$ cat config.mk
export PLATFORM = sky130hd
export DESIGN_NAME = imem_boot_sequencer_flat
export DESIGN_NICKNAME = d
export VERILOG_FILES = /design/src/rtl/imem_boot_sequencer_pkg.sv /design/src/rtl/imem_boot_sequencer_if.sv /design/src/rtl/imem_boot_sequencer_byte_packer.sv /design/src/rtl/imem_boot_sequencer.sv /design/src/flat_wrapper.sv
export SDC_FILE = /design/constraint.sdc
export NUM_CORES = 1
export LEC_CHECK = 0
export CAP_MARGIN = 10
export CORE_MARGIN = 10
export CORE_UTILIZATION = 38
export DETAILED_ROUTE_END_ITERATION = 8
export PLACE_DENSITY = 0.74
export RECOVER_POWER = 25
export SYNTH_ARGS = -nofsm -noshare
export SYNTH_HDL_FRONTEND = slang
export SYNTH_SLANG_ARGS = --single-unit
$ cat constraint.sdc
create_clock -name CLK -period 2.8 [get_ports CLK]
set_input_delay 0.56 -clock CLK [delete_from_list [all_inputs] [get_ports CLK]]
set_output_delay 0.56 -clock CLK [all_outputs]
set_load 0.02 [all_outputs]
$ cat src/rtl/imem_boot_sequencer_pkg.sv
// Shared types and constants for the instruction-memory boot sequencer.
package imem_boot_pkg;
    typedef enum logic [2:0] {IDLE, RECV, WRITE, DONE, RUN} state_t;

    localparam int BYTES_PER_WORD = 4;
    localparam int LANE_W         = 2;
endpackage

$ cat src/rtl/imem_boot_sequencer_if.sv
// Byte-stream input and instruction-memory write port of the boot sequencer.
interface imem_boot_sequencer_if;
    logic        byte_valid;
    logic [7:0]  byte_data;
    logic        byte_ready;
    logic        imem_we;
    logic [31:0] imem_addr;
    logic [31:0] imem_wd;

    modport master (
        input  byte_valid, byte_data,
        output byte_ready, imem_we, imem_addr, imem_wd
    );

    modport slave (
        output byte_valid, byte_data,
        input  byte_ready, imem_we, imem_addr, imem_wd
    );
endinterface

$ cat src/rtl/imem_boot_sequencer_byte_packer.sv
// Assembles four bytes into one little-endian 32-bit word.
module byte_packer
    import imem_boot_pkg::*;
(
    input  logic        CLK,
    input  logic        RESET,
    input  logic        clear,
    input  logic        push,
    input  logic [7:0]  byte_in,
    output logic [31:0] word_out,
    output logic        full
);
    logic [LANE_W-1:0] lane;

    // High on the push that completes the word; word_out holds it from the next cycle.
    assign full = push && (lane == LANE_W'(BYTES_PER_WORD - 1));

    always_ff @(posedge CLK or negedge RESET) begin
        if (!RESET) begin
            lane     <= '0;
            word_out <= '0;
        end else if (clear) begin
            lane     <= '0;
            word_out <= '0;
        end else if (push) begin
            word_out[8*lane +: 8] <= byte_in;
            lane                  <= lane + 1'b1;
        end
    end
endmodule

$ cat src/rtl/imem_boot_sequencer.sv
// Boot sequencer: holds the core in reset, streams a program into imem, then releases the core.
//   state | meaning
//   IDLE  | core held, waiting for start
//   RECV  | collecting bytes of the current word
//   WRITE | one-cycle imem write of the assembled word
//   DONE  | one-cycle completion pulse, core still held
//   RUN   | core released and executing
module imem_boot_sequencer
    import imem_boot_pkg::*;
#(
    parameter int ADDR_WIDTH  = 8,
    parameter int TIMEOUT_CYC = 100000
) (
    input  logic                  CLK,
    input  logic                  RESET,
    input  logic                  start,
    input  logic [ADDR_WIDTH:0]   len,
    imem_boot_sequencer_if.master bus,
    output logic                  core_hold,
    output logic                  busy,
    output logic                  done,
    output logic                  err
);
    localparam int                  TIMER_W    = (TIMEOUT_CYC > 1) ? $clog2(TIMEOUT_CYC) : 1;
    localparam logic [TIMER_W-1:0]  TIMER_LOAD = TIMER_W'(TIMEOUT_CYC - 1);
    localparam logic [ADDR_WIDTH:0] MAX_LEN    = {1'b1, {ADDR_WIDTH{1'b0}}};

    state_t                state, state_nxt;
    logic [ADDR_WIDTH:0]   len_q;
    logic [ADDR_WIDTH-1:0] word_idx;
    logic [TIMER_W-1:0]    timer;
    logic                  hs, word_full, last_word, start_ok, err_set;
    logic [31:0]           word;

    assign hs        = bus.byte_valid && bus.byte_ready;
    assign last_word = ({1'b0, word_idx} + 1'b1) == len_q;

    byte_packer u_packer (
        .CLK      (CLK),
        .RESET    (RESET),
        .clear    (start_ok),
        .push     (hs),
        .byte_in  (bus.byte_data),
        .word_out (word),
        .full     (word_full)
    );

    always_ff @(posedge CLK or negedge RESET) begin
        if (!RESET) state <= IDLE;
        else        state <= state_nxt;
    end

    always_comb begin
        state_nxt = state;
        start_ok  = 1'b0;
        err_set   = 1'b0;
        case (state)
            IDLE, RUN: begin
                if (start) begin
                    if (len == '0) begin
                        state_nxt = DONE;
                    end else if (len > MAX_LEN) begin
                        err_set   = 1'b1;
                        state_nxt = IDLE;
                    end else begin
                        start_ok  = 1'b1;
                        state_nxt = RECV;
                    end
                end
            end
            RECV: begin
                if (hs) begin
                    if (word_full) state_nxt = WRITE;
                end else if (timer == '0) begin
                    err_set   = 1'b1;
                    state_nxt = IDLE;
                end
            end
            WRITE:   state_nxt = last_word ? DONE : RECV;
            DONE:    state_nxt = RUN;
            default: state_nxt = IDLE;
        endcase
    end

    // The idle timer is a down-counter reloaded on every accepted byte and on entry to RECV.
    always_ff @(posedge CLK or negedge RESET) begin
        if (!RESET) begin
            len_q    <= '0;
            word_idx <= '0;
            timer    <= '0;
            err      <= 1'b0;
        end else begin
            if (start_ok) begin
                len_q    <= len;
                word_idx <= '0;
                timer    <= TIMER_LOAD;
                err      <= 1'b0;
            end else if (err_set) begin
                err <= 1'b1;
            end
            case (state)
                RECV: begin
                    if (hs)               timer <= TIMER_LOAD;
                    else if (timer != '0) timer <= timer - 1'b1;
                end
                WRITE: begin
                    if (!last_word) begin
                        word_idx <= word_idx + 1'b1;
                        timer    <= TIMER_LOAD;
                    end
                end
                default: ;
            endcase
        end
    end

    assign bus.byte_ready = (state == RECV);
    assign bus.imem_we    = (state == WRITE);
    assign bus.imem_addr  = 32'({word_idx, 2'b00});
    assign bus.imem_wd    = word;
    assign core_hold      = (state != RUN);
    assign busy           = (state == RECV) || (state == WRITE);
    assign done           = (state == DONE);
endmodule

$ cat src/flat_wrapper.sv
// flat-port wrapper written by rule: the top's interface ports become plain ports
module imem_boot_sequencer_flat import imem_boot_pkg::*;
#(
    parameter int ADDR_WIDTH  = 8,
    parameter int TIMEOUT_CYC = 100000
)
  (CLK, RESET, start, len, core_hold, busy, done, err, bus_byte_valid, bus_byte_data, bus_byte_ready, bus_imem_we, bus_imem_addr, bus_imem_wd);
  imem_boot_sequencer_if bus_i ();
  input  logic CLK;
  input  logic RESET;
  input  logic start;
  input  logic [ADDR_WIDTH:0] len;
  output logic core_hold;
  output logic busy;
  output logic done;
  output logic err;
  input wire logic [$bits(bus_i.byte_valid)-1:0] bus_byte_valid;
  input wire logic [$bits(bus_i.byte_data)-1:0] bus_byte_data;
  output wire logic [$bits(bus_i.byte_ready)-1:0] bus_byte_ready;
  output wire logic [$bits(bus_i.imem_we)-1:0] bus_imem_we;
  output wire logic [$bits(bus_i.imem_addr)-1:0] bus_imem_addr;
  output wire logic [$bits(bus_i.imem_wd)-1:0] bus_imem_wd;
  assign bus_i.byte_valid = bus_byte_valid;
  assign bus_i.byte_data = bus_byte_data;
  assign bus_byte_ready = bus_i.byte_ready;
  assign bus_imem_we = bus_i.imem_we;
  assign bus_imem_addr = bus_i.imem_addr;
  assign bus_imem_wd = bus_i.imem_wd;
  imem_boot_sequencer #(.ADDR_WIDTH(ADDR_WIDTH), .TIMEOUT_CYC(TIMEOUT_CYC)) u_core (.CLK(CLK), .RESET(RESET), .start(start), .len(len), .bus(bus_i), .core_hold(core_hold), .busy(busy), .done(done), .err(err));
endmodule
==> flow_summary.ini, run 1 <==
[critical_path]
r2r_slack_ns = 0.33
cp_slowest_cell = clkdlybuf4s50_1
crit_family = buffers and inverters
endpoint = bus_byte_ready
worstPathCellList = or3b_1 > inv_2 > clkdlybuf4s50_1
ff2ff_path_depth = 8
worstPathRequired_ns = 2.24
crit_buf_inv = 2
crit_fanout = 8
worst_setup_path_end_kind = output pin
slowest_delay_ns = 0.64
reg2reg_from = u_core.word_idx[1]
arrival_ns = 2.07
rr_endpoint = u_core.word_idx[7]
critPathLaunchType = flip-flop
cp-startpoint = u_core.state[1]
worst-path-stages = 3
crit_type = flip-flop to output pin

[sta]
setup_violations = 0
setup_ws_ns = 0.172
clock.fmax_mhz = 381
hold_ws_ns = 0.488
finalHoldViolations = 0
slew_violations = 32
finalCritPeriodShare_pct = 93.9
rsz0062_at_grt = no
tightest_slew_ns = 1.75
period_needed_ns = 2.63
relSlewSlack_pct = -16.6
clock_skew_ns = 0.0139

[routing]
routed_via_density = 5.00
wl_um = 10000
ant_nets = 0
dr.pass1.iters = 4
route.detailed.drc = 0
wl_per_cell_um = 15.6
vias = 3213
first_iter_violations = 259

[floorplanning]
rows = 36
fp.dieW_um = 121
start_util_pct = 39.5
die_h_um = 121
die-area_mm2 = 0.0147
io_pins = 91
coreArea_mm2 = 0.00986

[cells_and_area]
layout_commonest_cell = nand2_1
area_growth_pct = 27.8
layout.nets = 535
drive_gt1_share_pct = 11.4
num_antenna_cells = 0
most-common-layout-cells = nand2_1 (88), dfrtp_1 (72), clkdlybuf4s50_1 (65)
fillers = 885

[status]
status = complete, but fails checks
violations = max-capacitance violations, max-slew violations

[placed_design]
place_congestion = 0.866
dp_hpwl_um = 7600
port_buffers = 66
pre_cts_slack_ns = -0.221

[power_and_ir_drop]
fin_total_pwr_mw = 4.09
p_per_area_mw_per_mm2 = 821
leakage_nw = 2.21
max-vdd-ir-drop_mv = 0.298

[grt]
first_global_vias = 3164
antenna_found_initial = 0
grt_pass1_wl_um = 15900
grtUsageTotal_pct = 13.2
grt_max_degree = 42
grt_overflow = 0

[logic_synthesis]
ys_types = 60
synthCells = 417
postSynthRegisterBits = 72
synthArstFlopShare_pct = 100
syn_area_per_cell_um2 = 9.34
syn_area_mm2 = 0.00390
seq_area_frac_synth_pct = 46.2
yosysWarnings = 0
ys.flop_type = dfrtp_1
synth-edff-count = 0

[cts]
clkLatencyLatePin_ns = 0.35
clk_pin_slew_ns = 0.08
hold_buffers = 0
clk_path_buf_depth = 2
cts_made_buffers = 9
cts_sinks = 72
h-tree-depth = 3
ctsResizeCount = 0
postCtsSetupBuffers = 0
cts_tree = built
clockRootBuffer = clkbuf_8

[job]
cap_viol_max_count = 1

[hold_path]
hp-class = flip-flop to flip-flop
per-stage QoR:
stage	instance area (µm²)	util (%)	TNS (ns)	std cells
2_1_floorplan	3980	-	0	440
3_3_place_gp	4750	48.2	-3.33	626
6_report	4980	50.5	0	642
3_5_place_dp	4750	48.2	-3.16	626
5_1_grt	4980	50.5	0	642
4_1_cts	4980	50.5	0	642
area by class of cell:
class | count | area [µm²] | share of cell area (%)
Tap cell | 133 | 166 | 3.34
Inverter | 12 | 45.0 | 0.904
Clock inverter | 5 | 86.3 | 1.73
Multi-Input combinational cell | 317 | 1880 | 37.7
Sequential cell | 72 | 1800 | 36.2
Timing Repair Buffer | 92 | 862 | 17.3
Clock buffer | 11 | 141 | 2.84
how the worst min path moves through the flow:
stage / slack [ns] / startpoint / to / depth (start not counted)
after floorplan: 0.26 / RESET / u_core.err / 0
after global placement: 0.47 / u_core.u_packer.word_out[6] / u_core.u_packer.word_out[6] / 2
after detailed placement: 0.47 / u_core.u_packer.word_out[6] / u_core.u_packer.word_out[6] / 2
after CTS: 0.29 / RESET / u_core.u_packer.word_out[26] / 1
after global routing: 0.51 / u_core.u_packer.word_out[6] / u_core.u_packer.word_out[6] / 2
final: 0.49 / u_core.u_packer.word_out[6] / u_core.u_packer.word_out[6] / 2
worst min-delay path: stages (launching register included):
cell and delay [ns]:
dfrtp_1 0.35, nand2_1 0.04, o21ai_0 0.06
registers in the layout, indices dropped and copies added (netlist names):
name / count
u_core.u_packer.word_out: 32
u_core.timer: 17
u_core.len_q: 9
u_core.word_idx: 8
u_core.state: 3
u_core.u_packer.lane: 2
u_core.err: 1
cell usage after synthesis, drive strengths merged, types with 3 or more instances:
cell / number / share of area (%)
a21o: 8 / 1.5
a22o: 15 / 3.4
dfrtp: 72 / 46
or3: 3 / 0.48
nand2: 89 / 8.6
xor2: 6 / 1.3
nor2: 18 / 1.8
nor4: 7 / 1.4
a41oi: 3 / 1.2
nand4: 4 / 0.80
nand3: 12 / 1.5
a21oi: 21 / 2.7
nor3: 5 / 0.77
xnor2: 8 / 1.8
o31ai: 3 / 0.93
buf: 33 / 6.1
nand2b: 6 / 0.96
a32o: 3 / 0.77
o22ai: 3 / 0.48
clkbuf: 6 / 0.58
nor3b: 4 / 0.77
ha: 10 / 3.2
and2: 3 / 0.55
o21ai: 35 / 4.8
inv: 12 / 1.2
report_power, final:
group | internal (mW) | switching [mW]
logic | 0.707 | 1.01
registers | 1.24 | 0.186
clock network | 0.536 | 0.413
cells by family (layout without fill, tap and decap cells):
family	count (synthesis)	count (layout)	share of synthesized area, %
other	1	24	0.0962
AND/OR/NAND/NOR	167	167	21.2
AO/OA/AOI/OAI	102	102	18.2
flip-flops	72	72	46.2
XOR/XNOR	14	14	3.15
adder cells (fa/ha/maj)	10	10	3.21
buffers and inverters	51	120	7.84
layer usage:
| metal | GRT usage, % | vias up | routed length (µm) |
|---|---|---|---|
| li1 | - | 1595 | - |
| met3 | 2.61 | 13 | 453 |
| met5 | 0 | - | 0 |
| met1 | 16.1 | 1537 | 4420 |
| met2 | 22.8 | 68 | 4970 |
| met4 | 4.47 | 0 | 159 |
Power figures use the tool's default switching activity.
==> run 2: changes to the inputs <==
--- a/config.mk
+++ b/config.mk
@@ -9,6 +9,7 @@
 export CORE_MARGIN = 10
 export CORE_UTILIZATION = 38
 export DETAILED_ROUTE_END_ITERATION = 8
+export HOLD_SLACK_MARGIN = 0.05
 export PLACE_DENSITY = 0.74
 export RECOVER_POWER = 25
 export SYNTH_ARGS = -nofsm -noshare
==> results of run 2 <==
Same layout as run 1: the final DEF is identical, and so are final timing and power.
